### src/rtl/symbol_reorder_if.sv
// Symbol stream bundle between the RMII dibit receiver and the reorder block.
interface symbol_reorder_if #(
    parameter int SYM_W = 2
);
    logic             axiiv;
    logic [SYM_W-1:0] axiid;
    logic             reverse;
    logic             axiov;
    logic [SYM_W-1:0] axiod;
    logic             axiolast;
    logic             trunc;

    modport master (
        output axiiv, axiid, reverse,
        input  axiov, axiod, axiolast, trunc
    );

    modport slave (
        input  axiiv, axiid, reverse,
        output axiov, axiod, axiolast, trunc
    );
endinterface

### src/rtl/symbol_reorder.sv
// Streaming symbol-order converter: collects SYMS_PER_WORD symbols into one
// half of a ping-pong buffer while the other half drains one symbol per cycle,
// either reversed or in arrival order.
//
// state    | meaning
// ST_IDLE  | no completed word pending, outputs held at zero
// ST_DRAIN | emitting symbol j_q of the word in half dbuf_q
module symbol_reorder #(
    parameter int SYM_W         = 2,
    parameter int SYMS_PER_WORD = 4
) (
    input logic             clk,
    input logic             rst,
    symbol_reorder_if.slave bus
);
    localparam int            CW   = (SYMS_PER_WORD > 1) ? $clog2(SYMS_PER_WORD) : 1;
    localparam logic [CW-1:0] LAST = CW'(SYMS_PER_WORD - 1);

    typedef enum logic {ST_IDLE, ST_DRAIN} state_t;

    state_t           state_q, state_d;
    logic [CW-1:0]    cnt_q, cnt_d;
    logic [CW-1:0]    j_q, j_d;
    logic             sel_q, sel_d;
    logic             dbuf_q, dbuf_d;
    logic             dmode_q, dmode_d;
    logic             fmode_q, fmode_d;
    logic             prev_v_q, prev_v_d;
    logic             axiov_q, axiov_d;
    logic [SYM_W-1:0] axiod_q, axiod_d;
    logic             axiolast_q, axiolast_d;
    logic             trunc_q, trunc_d;

    logic [SYM_W-1:0] slot_q [2][SYMS_PER_WORD];

    logic             first_sym;
    logic             frame_end;
    logic             word_done;
    logic             mode_eff;
    logic [CW-1:0]    rd_idx;

    // Next-state for fill counter, ping-pong select, drain sequencer and outputs.
    always_comb begin
        state_d    = state_q;
        cnt_d      = cnt_q;
        j_d        = j_q;
        sel_d      = sel_q;
        dbuf_d     = dbuf_q;
        dmode_d    = dmode_q;
        fmode_d    = fmode_q;
        prev_v_d   = bus.axiiv;
        axiov_d    = 1'b0;
        axiod_d    = '0;
        axiolast_d = 1'b0;
        trunc_d    = 1'b0;

        first_sym = bus.axiiv && !prev_v_q;
        frame_end = !bus.axiiv && prev_v_q;
        word_done = bus.axiiv && (cnt_q == LAST);
        // The first symbol of a frame uses reverse directly; later symbols use the latched copy.
        mode_eff  = first_sym ? bus.reverse : fmode_q;
        rd_idx    = dmode_q ? (LAST - j_q) : j_q;

        if (first_sym) begin
            fmode_d = bus.reverse;
        end

        if (bus.axiiv) begin
            if (word_done) begin
                cnt_d = '0;
                sel_d = ~sel_q;
            end else begin
                cnt_d = cnt_q + CW'(1);
            end
        end

        // A partial word is dropped; its half of the buffer is simply reused.
        if (frame_end) begin
            cnt_d   = '0;
            trunc_d = (cnt_q != '0);
        end

        if (state_q == ST_DRAIN) begin
            axiov_d = 1'b1;
            axiod_d = slot_q[dbuf_q][rd_idx];
            if (j_q == LAST) begin
                axiolast_d = !word_done;
                state_d    = ST_IDLE;
            end else begin
                j_d = j_q + CW'(1);
            end
        end

        // A word completing on the final drain edge restarts the drain seamlessly.
        if (word_done) begin
            state_d = ST_DRAIN;
            j_d     = '0;
            dbuf_d  = sel_q;
            dmode_d = mode_eff;
        end
    end

    // Control and output registers, cleared immediately on reset.
    always_ff @(posedge clk or posedge rst) begin
        if (rst) begin
            state_q    <= ST_IDLE;
            cnt_q      <= '0;
            j_q        <= '0;
            sel_q      <= 1'b0;
            dbuf_q     <= 1'b0;
            dmode_q    <= 1'b0;
            fmode_q    <= 1'b0;
            prev_v_q   <= 1'b0;
            axiov_q    <= 1'b0;
            axiod_q    <= '0;
            axiolast_q <= 1'b0;
            trunc_q    <= 1'b0;
        end else begin
            state_q    <= state_d;
            cnt_q      <= cnt_d;
            j_q        <= j_d;
            sel_q      <= sel_d;
            dbuf_q     <= dbuf_d;
            dmode_q    <= dmode_d;
            fmode_q    <= fmode_d;
            prev_v_q   <= prev_v_d;
            axiov_q    <= axiov_d;
            axiod_q    <= axiod_d;
            axiolast_q <= axiolast_d;
            trunc_q    <= trunc_d;
        end
    end

    // Symbol storage needs no reset; it is only read after a full word is written.
    always_ff @(posedge clk) begin
        if (bus.axiiv) begin
            slot_q[sel_q][cnt_q] <= bus.axiid;
        end
    end

    assign bus.axiov    = axiov_q;
    assign bus.axiod    = axiod_q;
    assign bus.axiolast = axiolast_q;
    assign bus.trunc    = trunc_q;
endmodule

### src/flat_wrapper.sv
// flat-port wrapper written by rule: the top's interface ports become plain ports
module symbol_reorder_flat 
#(
    parameter int SYM_W         = 2,
    parameter int SYMS_PER_WORD = 4
)
  (clk, rst, bus_axiiv, bus_axiid, bus_reverse, bus_axiov, bus_axiod, bus_axiolast, bus_trunc);
  symbol_reorder_if #(.SYM_W(SYM_W)) bus_i ();
  input logic clk;
  input logic rst;
  input wire logic [$bits(bus_i.axiiv)-1:0] bus_axiiv;
  input wire logic [$bits(bus_i.axiid)-1:0] bus_axiid;
  input wire logic [$bits(bus_i.reverse)-1:0] bus_reverse;
  output wire logic [$bits(bus_i.axiov)-1:0] bus_axiov;
  output wire logic [$bits(bus_i.axiod)-1:0] bus_axiod;
  output wire logic [$bits(bus_i.axiolast)-1:0] bus_axiolast;
  output wire logic [$bits(bus_i.trunc)-1:0] bus_trunc;
  assign bus_i.axiiv = bus_axiiv;
  assign bus_i.axiid = bus_axiid;
  assign bus_i.reverse = bus_reverse;
  assign bus_axiov = bus_i.axiov;
  assign bus_axiod = bus_i.axiod;
  assign bus_axiolast = bus_i.axiolast;
  assign bus_trunc = bus_i.trunc;
  symbol_reorder #(.SYM_W(SYM_W), .SYMS_PER_WORD(SYMS_PER_WORD)) u_core (.clk(clk), .rst(rst), .bus(bus_i));
endmodule
### config.mk
export PLATFORM = sky130hd
export DESIGN_NAME = symbol_reorder_flat
export DESIGN_NICKNAME = d
export VERILOG_FILES = /design/src/rtl/symbol_reorder_if.sv /design/src/rtl/symbol_reorder.sv /design/src/flat_wrapper.sv
export SDC_FILE = /design/constraint.sdc
export NUM_CORES = 1
export LEC_CHECK = 0
export BUFFER_PORTS_ARGS = -buffer_cell sky130_fd_sc_hd__buf_2
export CAP_MARGIN = 20
export CORE_ASPECT_RATIO = 0.7
export CORE_MARGIN = 5
export CORE_UTILIZATION = 52
export CTS_CLUSTER_SIZE = 12
export DETAILED_ROUTE_END_ITERATION = 7
export GPL_ROUTABILITY_DRIVEN = 0
export PLACE_DENSITY = 0.73
export SLEW_MARGIN = 20
export SYNTH_ARGS = -nofsm -noshare
export SYNTH_HDL_FRONTEND = slang
export SYNTH_SLANG_ARGS = --single-unit
### constraint.sdc
create_clock -name clk -period 1.4 [get_ports clk]
set_input_delay 0.35 -clock clk [delete_from_list [all_inputs] [get_ports clk]]
set_output_delay 0.35 -clock clk [all_outputs]
set_load 0.03 [all_outputs]
# Word level (Yosys, flattened, before mapping)
# Memory sizes are Yosys's and may differ from the RTL's.
# Cells that the tools add are included.
dict set report word_totals {
  register_bits 15
  ram_bits 16
  inputBits 6
  out_inout_bits 5
  elab_cells 60
  n_memories 1
}
# name words word_bits read_ports rd_clocked_by_memory_dff write_ports line
set memory_table {}
lappend memory_table {u_core.slot_q 2 8 1 0 1 symbol_reorder.sv:34} ;# logic [SYM_W-1:0] slot_q [2][SYMS_PER_WORD];
dict set report classes {
  addsub 3
  n_lt_le_gt_ge 3
  eq_ne 3
  muxes 23
  n_bitwise 3
  reduce_logical 12
}
# operator n
set ops {}
lappend ops {{2-bit 2-to-1 mux} 11}
lappend ops {{1-bit 2-to-1 mux} 9}
lappend ops {{8-bit 2-to-1 mux} 1}
lappend ops {{3-bit greater-or-equal comparator (second input constant)} 2}
lappend ops {{2-bit NOT with 3-bit output} 2}
lappend ops {{2-bit nonzero test} 3}
lappend ops {{2-bit by 1-bit adder with 2-bit output (second input constant)} 2}
lappend ops {{2-bit binary-select mux with 2-bit select} 1}
lappend ops {{2-bit demux with 2-bit select} 1}
lappend ops {{2-bit equality test (second input constant)} 2}
lappend ops {{1-bit logical AND} 4}
lappend ops {{2-bit AND reduction} 2}
lappend ops {{1-bit zero test} 3}
lappend ops {{3-bit by 1-bit < comparator with 1-bit output (second input constant)} 1}
lappend ops {{2-bit by 1-bit != test with 1-bit output (second input constant)} 1}
lappend ops {{2-bit subtractor (first input constant)} 1}
lappend ops {{1-bit NOT} 1}

# Longest topological paths before layout
# Gate-level depths: netlist of run 1.
dict set report logic_depth {
  word_depth 7
  ltp_mapped 5
  ltp_nobuf 4
}

# Least setup slack after synthesis of run 1
# Ideal clock, no wire load.
dict set report synth_timing {
  path_type {reg2reg}
  startpoint {register u_core.j_q[0]}
  endpoint {register u_core.axiod_q[1] (netlist: u_core.bus.axiod[1])}
  setup_ns 0.128
  arrival_ns 1.273
  required_time_ns 1.272
  path_slack_ns -0.001
  stages_incl_launch_ff 5
  n_path_buf 1
  synth_period_minus_slack_ns 1.401
  cell_sequence {dfrtp_1 -> buf_6 -> mux4_2 -> mux2i_1 -> o22ai_1}
}
dict set report synth_between {
  elab_chain_len 7
}
# element line
set synth_rtl {}
lappend synth_rtl {{start, declared} symbol_reorder.sv:23} ;# logic [CW-1:0] j_q, j_d;
lappend synth_rtl {{start signal, assigned} symbol_reorder.sv:121} ;# j_q <= j_d;
lappend synth_rtl {{2-bit subtractor} symbol_reorder.sv:62} ;# rd_idx = dmode_q ? (LAST - j_q) : j_q;
lappend synth_rtl {{2-bit 2-to-1 mux *} symbol_reorder.sv:62}
lappend synth_rtl {{2-bit NOT with 3-bit output (not written as such) *} symbol_reorder.sv:85} ;# axiod_d = slot_q[dbuf_q][rd_idx];
lappend synth_rtl {{2-bit binary-select mux with 2-bit select *} symbol_reorder.sv:85}
lappend synth_rtl {{2-bit 2-to-1 mux (not written as such) * (2 in a row)} symbol_reorder.sv:85}
lappend synth_rtl {{2-bit 2-to-1 mux *} symbol_reorder.sv:83} ;# if (state_q == ST_DRAIN) begin
lappend synth_rtl {{named net u_core.axiod_d[1]} symbol_reorder.sv:30} ;# logic [SYM_W-1:0] axiod_q, axiod_d;
lappend synth_rtl {{end signal, assigned} symbol_reorder.sv:128} ;# axiod_q <= axiod_d;
lappend synth_rtl {{end, declared} symbol_reorder.sv:30}
# The timed path passes the listed nets; every way through them passes the cells marked *. The select of a mux whose other input is x is not followed.
# A chain may end at the register's enable or synchronous reset.

# Worst setup path after layout of run 1
# Same ends and word-level chain as after synthesis.

==> results.cfg, run 1 <==
[critical_path]
crit_fanout = 6
worst-setup-path-type = reg -> reg
worstPathArrival_ns = 1.55
critPathRequiredTime_ns = 1.56
worstSetupStartpointType = register
end_kind = register

[route]
drt_first_pass_iters = 4
vias = 832
drc_errors = 0
ant_nets = 0
drt_wl_total_um = 2490
via_per_inst = 5.51
drt_iter0_drc = 40
routedWlPerCell_um = 16.5

[clock_tree]
cts_max_level = 2
clock_insertion_delay_worst_skew_ns = 0.28
root_buffer = clkbuf_8
clk_pin_slew_ns = 0.06
cts_tree = done
cts-hold-fix-buffers = 0
cts_inserted_buffers = 5
clock_sinks = 31
cts_buffer_depth = 2
cts_setup_buffers = 0

[synth]
syn_avg_cell_area_um2 = 14.3
ys_seq_elements = 31
yosys_warnings = 0
syn_nets = 110
synth_cell_types = 31
syn_area_mm2 = 0.00141
syn-instance-count = 99
synth-seq-area-share_pct = 60.5

[timing]
tightest_slew_ns = 0.580
hold_violations = 0
setup_viol = 0
fin_skew_ns = 0.00310
fin_crit_ns = 1.39
slew-limit-headroom_pct = 61.3
maxSlewViolCount = 0
rsz0062_at_grt = true
layout_setup_ws_ns = 0.0130
whs_ns = 0.121
clock.fmax_mhz = 721
finalCritPeriodShare_pct = 99.1

[cells_and_area]
antenna_cells = 0
utilization_pct = 63.6
multiInputGateArea_um2 = 524
drive_gt1_share_pct = 23.1
nFillCells = 203
final_common_cell = edfxtp_1
syn_to_final_growth_pct = 13.9
layout.nets = 127
regArea_um2 = 857
final_cell_mix = 16 x edfxtp_1, 14 x dfrtp_1, 10 x buf_2

[floorplan]
rows = 15
die_h_um = 53.6
io_pins = 11
die_area_mm2 = 0.00388
core-area_mm2 = 0.00253
die_w_um = 72.3
initial_utilization_pct = 55.8

[grt]
grt_pass1_vias = 790
grt_first_pass_wirelength_um = 3970
antenna_found_initial = 0
grt_max_degree = 16
overflow = 0
grt_usage_pct = 14.8

[pwr]
p_leak_nw = 0.693
ir_drop_v = 0.000963
p_total_mw = 3.13
p_per_area_mw_per_mm2 = 1940

[placement]
place_ws_ns = -0.0318
portBuffers = 10
dp_hpwl_um = 1850

[min_path]
min_path_type = in -> async

[run_status]
status = completed

[job]
drv_cap = 0
[repair_timing]
action | 4_1_cts | 5_1_grt
endpoints found under the setup margin | 4 | 6
pin swaps | 0 | 2
resized for setup | 1 | 5
[stage by stage]
stage          area (um^2)  std cells  setup TNS (ns)
2_1_floorplan         1410         99               0
3_3_place_gp          1510        143               0
3_5_place_dp          1510        143         -0.0404
4_1_cts               1600        151               0
5_1_grt               1610        151         -0.0984
6_report              1610        151               0
[worst paths after layout]
kind	start	endpoint	slack (ns)	depth (start not counted)
worst max-delay path	u_core.j_q[0]	u_core.bus.axiod[1]	0.01	3
worst min-delay path	rst	u_core.j_q[1]	0.12	2
worst max register to register	u_core.j_q[0]	u_core.bus.axiod[1]	0.01	3
worst min register to register	u_core.prev_v_q	u_core.cnt_q[0]	0.52	1
max in group asynchronous	rst	u_core.j_q[0]	0.87	2
min in group clk	bus_axiiv	u_core.prev_v_q	0.29	1
[cells by family after synthesis]
family | count (synthesis) | synth area share (%)
multiplexers | 13 | 13.7
flip-flops | 31 | 60.5
buffers and inverters | 9 | 3.01
adder cells (fa/ha/maj) | 5 | 4.42
AND/OR/NAND/NOR | 27 | 10.7
AO/OA/AOI/OAI | 12 | 6.37
XOR/XNOR | 2 | 1.24
[layout make-up]
cell class,instances,area share (%)
sequential,31,53.2
timing repair buffer,14,5.21
inverter,5,1.17
clock inverter,3,0.932
tap,34,2.64
clock buffer,5,4.27
multi-input combinational,59,32.6
[power by group]
group          leakage [nW]  internal [mW]  switching, mW
Combinational         0.319          0.532          0.511
Clock                0.0392          0.336          0.318
Sequential            0.334           1.18          0.247
Total                 0.693           2.05           1.08
[cell usage after synthesis]
cell type | instances | area share [%]
a21oi_1 | 3 | 1.1
mux2_2 | 1 | 0.80
buf_6 | 1 | 0.80
xor2_1 | 1 | 0.62
mux2_1 | 1 | 0.80
ha_1 | 5 | 4.4
buf_2 | 1 | 0.35
o22ai_1 | 1 | 0.44
mux2i_1 | 7 | 5.0
nand3_1 | 1 | 0.35
nand2_1 | 5 | 1.3
dfrtp_1 | 15 | 27
o31ai_1 | 1 | 0.53
nor2b_1 | 4 | 1.8
edfxtp_1 | 16 | 34
mux4_2 | 1 | 1.6
nand2b_1 | 2 | 0.88
a21o_1 | 1 | 0.53
mux4_1 | 3 | 5.6
clkbuf_1 | 2 | 0.53
nor3_1 | 1 | 0.35
xnor2_1 | 1 | 0.62
a221o_1 | 2 | 1.4
inv_1 | 5 | 1.3
a22oi_1 | 1 | 0.53
o221ai_1 | 2 | 1.2
o32ai_1 | 1 | 0.62
nor2_1 | 2 | 0.53
nor3b_1 | 2 | 1.1
and2_1 | 4 | 1.8
and3_1 | 6 | 2.7
[state kept, by name, indices dropped and copies added, names as in the netlist]
name	flops
u_core.bus.axiod	2
u_core.bus.axiolast	1
u_core.bus.axiov	1
u_core.bus.trunc	1
u_core.cnt_q	2
u_core.dbuf_q	1
u_core.dmode_q	1
u_core.fmode_q	1
u_core.j_q	2
u_core.prev_v_q	1
u_core.sel_q	1
u_core.slot_q	16
u_core.state_q	1
[layer usage]
metal  share of wire [%]  vias up  wire length, um  GRT usage (%)
met5                   0        -                0              0
met4                0.64        0               16           8.44
met3                 5.4        2              135           4.85
met2                  45       18             1130           20.4
met1                  48      409             1200           20.4
li1                    -      403                -              -
[worst max-delay path, stage by stage, from the launching register on]
cell	delay (ns)
dfrtp_2	0.45
mux4_1	0.59
mux2i_1	0.14
o22ai_1	0.09
Note: power is estimated with default switching activity, not from simulation.
==> inputs of run 2 (changes only) <==
CORE_UTILIZATION = 57   (was 52)
PLACE_DENSITY = 0.76   (was 0.73)
clock period = 1.3 ns   (was 1.4 ns; I/O delays follow)
==> run 2 against run 1 <==
  * The flow now finishes with violations (negative setup slack)
  * Setup slack got worse by 0.081 ns
  * Count of clock-buffer cells in the layout unchanged
  * Combinational power grew 22%
  * Critical path depth up 1
  * Final cell count up 5.3%
  * Critical endpoint is now u_core.bus.axiod[0]
==> results.cfg, run 2 (same netlist as run 1, synthesis figures left out) <==
[grt]
grt_pass1_vias = 914
grt_usage_pct = 17.4
grt_max_degree = 16
overflow = 0
grt_first_pass_wirelength_um = 4500
antenna_found_initial = 0

[clock_tree]
cts_tree = done
clock_insertion_delay_worst_skew_ns = 0.33
clk_pin_slew_ns = 0.10
cts_setup_buffers = 0
root_buffer = clkbuf_4
cts_buffer_depth = 2
cts_max_level = 2
clock_sinks = 31
cts_inserted_buffers = 5

[pwr]
p_leak_nw = 0.730
p_per_area_mw_per_mm2 = 2110
ir_drop_v = 0.00158

[route]
wl_met2_um = 1360
wl_met1_um = 1210
wl_met3_um = 198
drc_errors = 0
via_per_inst = 5.57
ant_nets = 0
routedWlPerCell_um = 17.4
top_layer_used = met3
drt_first_pass_iters = 4
drt_iter0_drc = 75
drt_wl_total_um = 2760
vias = 885

[cells_and_area]
final_cell_mix = 16 x edfxtp_1, 13 x dfrtp_1, 10 x buf_2, 10 x buf_4, 7 x mux2i_1
largest_reg_flops = 16
utilization_pct = 69.9
drive_gt1_share_pct = 36.8
syn_to_final_growth_pct = 19.7
nFillCells = 166
final_common_cell = edfxtp_1
antenna_cells = 0
fin_area_mm2 = 0.00169
layout.nets = 135
largest_register = u_core.slot_q

[placement]
place_area_mm2 = 0.00157
portBuffers = 10
dp_hpwl_um = 2060

[timing]
layout_setup_ws_ns = -0.0676
slew-limit-headroom_pct = 77.7
rsz0062_at_grt = true
maxSlewViolCount = 0
fin_skew_ns = 0.0108
finalCritPeriodShare_pct = 105
whs_ns = 0.250
fin_crit_ns = 1.37
tightest_slew_ns = 0.334
hold_violations = 0
clock.fmax_mhz = 731
setup_viol = 4

[floorplan]
core-area_mm2 = 0.00242
die_h_um = 51.7
die_area_mm2 = 0.00359
io_pins = 11
die_w_um = 69.5
rows = 15
initial_utilization_pct = 58.4

[run_status]
status = complete, but fails checks
failed_checks = negative setup slack

[min_path]
min_path_type = in -> reg

[critical_path]
worst-setup-path-type = reg -> reg
worstSetupStartpointType = register
end_kind = register
r2r_slack_ns = -0.07
worstPathArrival_ns = 1.62
critPathRequiredTime_ns = 1.55
crit_fanout = 8

[job]
drv_cap = 0
[run 2: cell types whose count changed in the layout (fill, tap and decap cells not counted), sizes merged]
cell         previous run  this run
dlygate4sd3             0         1
bufinv                  0         1
clkinvlp                1         0
buf                    14        21
[run 2: final timing paths]
kind                       depth (start not counted)                  end      startpoint
min in group asynchronous                          4  u_core.bus.axiolast             rst
setup reg to reg                                   4  u_core.bus.axiod[0]   u_core.j_q[0]
max in group asynchronous                          4        u_core.j_q[0]             rst
hold reg to reg                                    1       u_core.fmode_q  u_core.fmode_q
hold / removal                                     2       u_core.fmode_q     bus_reverse
setup / recovery                                   4  u_core.bus.axiod[0]   u_core.j_q[0]
[run 2: layout make-up]
type | instances | area (um^2) | share of cell area, %
Timing Repair Buffer | 22 | 146 | 8.65
Clock buffer | 5 | 37.5 | 2.22
Clock inverter | 3 | 38.8 | 2.29
Multi-Input combinational cell | 59 | 551 | 32.5
Sequential cell | 31 | 858 | 50.7
Tap cell | 34 | 42.5 | 2.51
Inverter | 5 | 18.8 | 1.11
[run 2: power breakdown]
group / internal, mW / switching, mW / total, mW
clock network: 0.395 / 0.331 / 0.726
registers: 1.27 / 0.294 / 1.57
logic: 0.657 / 0.616 / 1.27
[run 2: critical path, cell delays in order (launching register included)]
cell	delay, ns
dfrtp_2	0.49
buf_6	0.17
mux2i_1	0.12
a221o_1	0.34
a22oi_1	0.17
[run 2: repair_timing]
item                                    4_1_cts  5_1_grt
pin swaps                                     4        1
gates cloned                                  0        0
gates resized for setup                      16        2
endpoints found under the setup margin        7        7
endpoints found under the hold margin        15        0
hold buffers                                  1        0
[run 2: per-stage QoR]
stage	setup slack (ns)	instances	setup TNS, ns	power (mW)
4_1_cts	-0.0778	159	-0.219	3.57
3_5_place_dp	-0.175	150	-0.670	2.68
6_report	-0.0676	159	-0.243	3.57
3_3_place_gp	-0.0606	150	-0.209	2.59
2_1_floorplan	-0.0841	99	-0.0841	2.34
5_1_grt	-0.133	159	-0.456	3.78
[run 2: metal layers]
metal / vias up / track usage (%)
li1: 416 / -
met1: 436 / 20.1
met3: 0 / 8.49
met4: 0 / 6.17
met5: - / 0
met2: 33 / 28.5
==> inputs of run 3 (changes only) <==
ABC_AREA = 1   (was not set)
PLACE_DENSITY = 0.77   (was 0.76)
==> run 3 against run 2 <==
  * The flow now finishes without violations
  * Final cell count rose by 15%
  * Hold slack got worse by 0.23 ns
  * Critical endpoint is now u_core.slot_q[1][0]
  * Global-route usage fell by 1.2 points
  * Combinational power decreased by 16%
  * Setup slack better by 0.13 ns
  * Synthesized cell count grew 35%
  * First-iteration DRC count down 33%
  * Core utilization decreased by 1.0 points
  * Maximum frequency up 11%
  * Die area is 4.5% lower
  * Critical path depth decreased by 1
  * Via count rose by 4.7%
==> results.cfg, run 3 <==
[grt]
grt_use_met3_pct = 8.26
top_usage_layer = met2
grt_max_degree = 16
antenna_found_initial = 0
use_met2_pct = 24.1
grt_first_pass_wirelength_um = 3970
grt_usage_pct = 16.2
grt_pass1_vias = 941
use_met1_pct = 19.5
overflow = 0

[floorplan]
initial_utilization_pct = 61.1
core-area_mm2 = 0.00219
die_h_um = 50.5
die_w_um = 67.9
rows = 14
io_pins = 11
die_area_mm2 = 0.00343

[run_status]
status = completed

[pwr]
p_total_mw = 3.04
p_per_area_mw_per_mm2 = 2010
ir_drop_v = 0.00100
p_leak_nw = 0.715

[route]
drt_first_pass_iters = 4
routedWlPerCell_um = 12.6
drt_iter0_drc = 50
via_per_inst = 5.07
drt_wl_total_um = 2310
drc_errors = 0
ant_nets = 0
vias = 927

[cells_and_area]
final_cell_mix = 52 x nand2_1, 16 x edfxtp_1, 13 x inv_1, 13 x dfrtp_1, 10 x buf_2
multiInputGateArea_um2 = 439
final_common_cell = nand2_1
largest_register = u_core.slot_q
antenna_cells = 0
drive_gt1_share_pct = 20.5
largest_reg_flops = 16
layout.nets = 161
fin_area_mm2 = 0.00151
syn_to_final_growth_pct = 12.8
regArea_um2 = 858
nFillCells = 171

[synth]
syn_avg_cell_area_um2 = 9.98
yosys_warnings = 0
synth-edff-count = 16
ys.flop_type = edfxtp_1
synth_top_cell_by_area = edfxtp_1
ys_seq_elements = 31
synth-seq-area-share_pct = 64.0
synth.top_cell.area_share_pct = 35.9
synth_top_cells_by_count = 53 x nand2_1, 16 x edfxtp_1, 15 x dfrtp_1, 15 x inv_1, 8 x nor3_1
syn_nets = 145
synth_async_sr_flop_share_pct = 48.4
synth_area_leaders = edfxtp_1 36%, dfrtp_1 28%, nand2_1 15%
synth_cell_types = 17
synth.most_common_cell = nand2_1
syn_area_mm2 = 0.00134
syn-instance-count = 134

[timing]
tightest_slew_ns = 0.548
hold_violations = 0
rsz0062_at_grt = true
setup_viol = 0
maxSlewViolCount = 0
fin_crit_ns = 1.24
clock.fmax_mhz = 810
fin_skew_ns = 0.00757
slew-limit-headroom_pct = 63.4
finalCritPeriodShare_pct = 95.0

[critical_path]
worst-setup-path-type = reg -> reg
path_depth = 3
path_cells = ha_1 > nand2_2 > nor2_1
critPathCapture = u_core.slot_q[1][0]
reg2reg_from = u_core.cnt_q[0]
worstSetupStartpointType = register
crit_fanout = 7
critPathRequiredTime_ns = 1.32
r2r-end = u_core.slot_q[1][0]
critical_path.startpoint = u_core.cnt_q[0]
crit_family = flip-flops
worst-path-buf-inv = 0
worstPathArrival_ns = 1.26
r2r_slack_ns = 0.06
cpPeakStageDelay_ns = 0.40
end_kind = register
ff2ff_path_depth = 3
crit_slowest_cell = dfrtp_1

[clock_tree]
cts_tree = done
cts_buffer_depth = 2
clk_pin_slew_ns = 0.09
clock_sinks = 31
cts_max_level = 2
clock_insertion_delay_worst_skew_ns = 0.33
cts_setup_buffers = 0
cts_inserted_buffers = 5
root_buffer = clkbuf_4

[placement]
portBuffers = 10
dp_hpwl_um = 1700
place_area_mm2 = 0.00142

[job]
drv_cap = 0

[min_path]
min_path_type = in -> async
-- run 3: changes by cell type after synthesis, sizes merged, moves of 3 or more --
cell,delta
nand2,+49
inv,+12
mux2i,-7
nor3,+7
and3,-6
o21ai,+5
and2,-4
mux4,-4
nor2b,-4
nand3,+3
-- run 3: cell type report --
class                   instances  area share, %
flip-flops and latches         31           56.9
multi-input cells              84           29.1
inverters                      18           4.81
repair buffers                 10           3.32
clock buffers                   6           2.74
well taps                      32           2.65
clock inverters                 2          0.498
-- run 3: routing by layer --
layer | up-vias | wire length, um
li1 | 461 | -
met1 | 435 | 1040
met2 | 26 | 1090
met3 | 5 | 132
met4 | 0 | 40
met5 | - | 0
-- run 3: logic make-up after synthesis --
logic type | synth area share (%)
AOI/OAI and AO/OA | 3.37
xor gates and xnor gates | 1.31
adders and majority gates | 4.68
buffers and inverters | 6.27
DFF | 64.0
and+or+nand+nor | 20.4
-- run 3: where the power goes --
part | internal, mW | switching [mW] | total, mW
clock network | 0.200 | 0.306 | 0.506
logic | 0.346 | 0.729 | 1.07
registers | 1.27 | 0.189 | 1.46
-- run 3: worst register-to-register path, cell delays in order (launching register included) --
cell and delay (ns):
dfrtp_1 0.40, ha_1 0.19, nand2_2 0.12, nor2_1 0.22
-- run 3: worst min-delay path by stage --
stage / from / end / slack [ns]
after floorplan: rst / u_core.bus.axiod[0] / 0.23
after global placement: rst / u_core.fmode_q / 0.39
after detailed placement: u_core.state_q / u_core.bus.axiov / 0.40
after CTS: rst / u_core.fmode_q / 0.03
after global routing: rst / u_core.fmode_q / 0.06
final: rst / u_core.fmode_q / 0.02
-- run 3: repair_timing --
action                                 4_1_cts  5_1_grt
gates resized for setup                      4        9
setup endpoints to repair                   12       20
endpoints found under the hold margin        0        0
hold buffers                                 0        0
-- run 3: through the flow --
stage	setup TNS (ns)	instances	setup slack (ns)	util (%)	hold WS (ns)
global route	0	183	0.00114	68.9	0.0581
global placement	0	175	0.0179	64.7	0.393
finish	0	183	0.0647	68.9	0.0222
floorplan	0	134	0.0901	-	0.226
detailed placement	-0.283	175	-0.0473	64.7	0.398
CTS	-0.204	183	-0.0524	67.8	0.0342
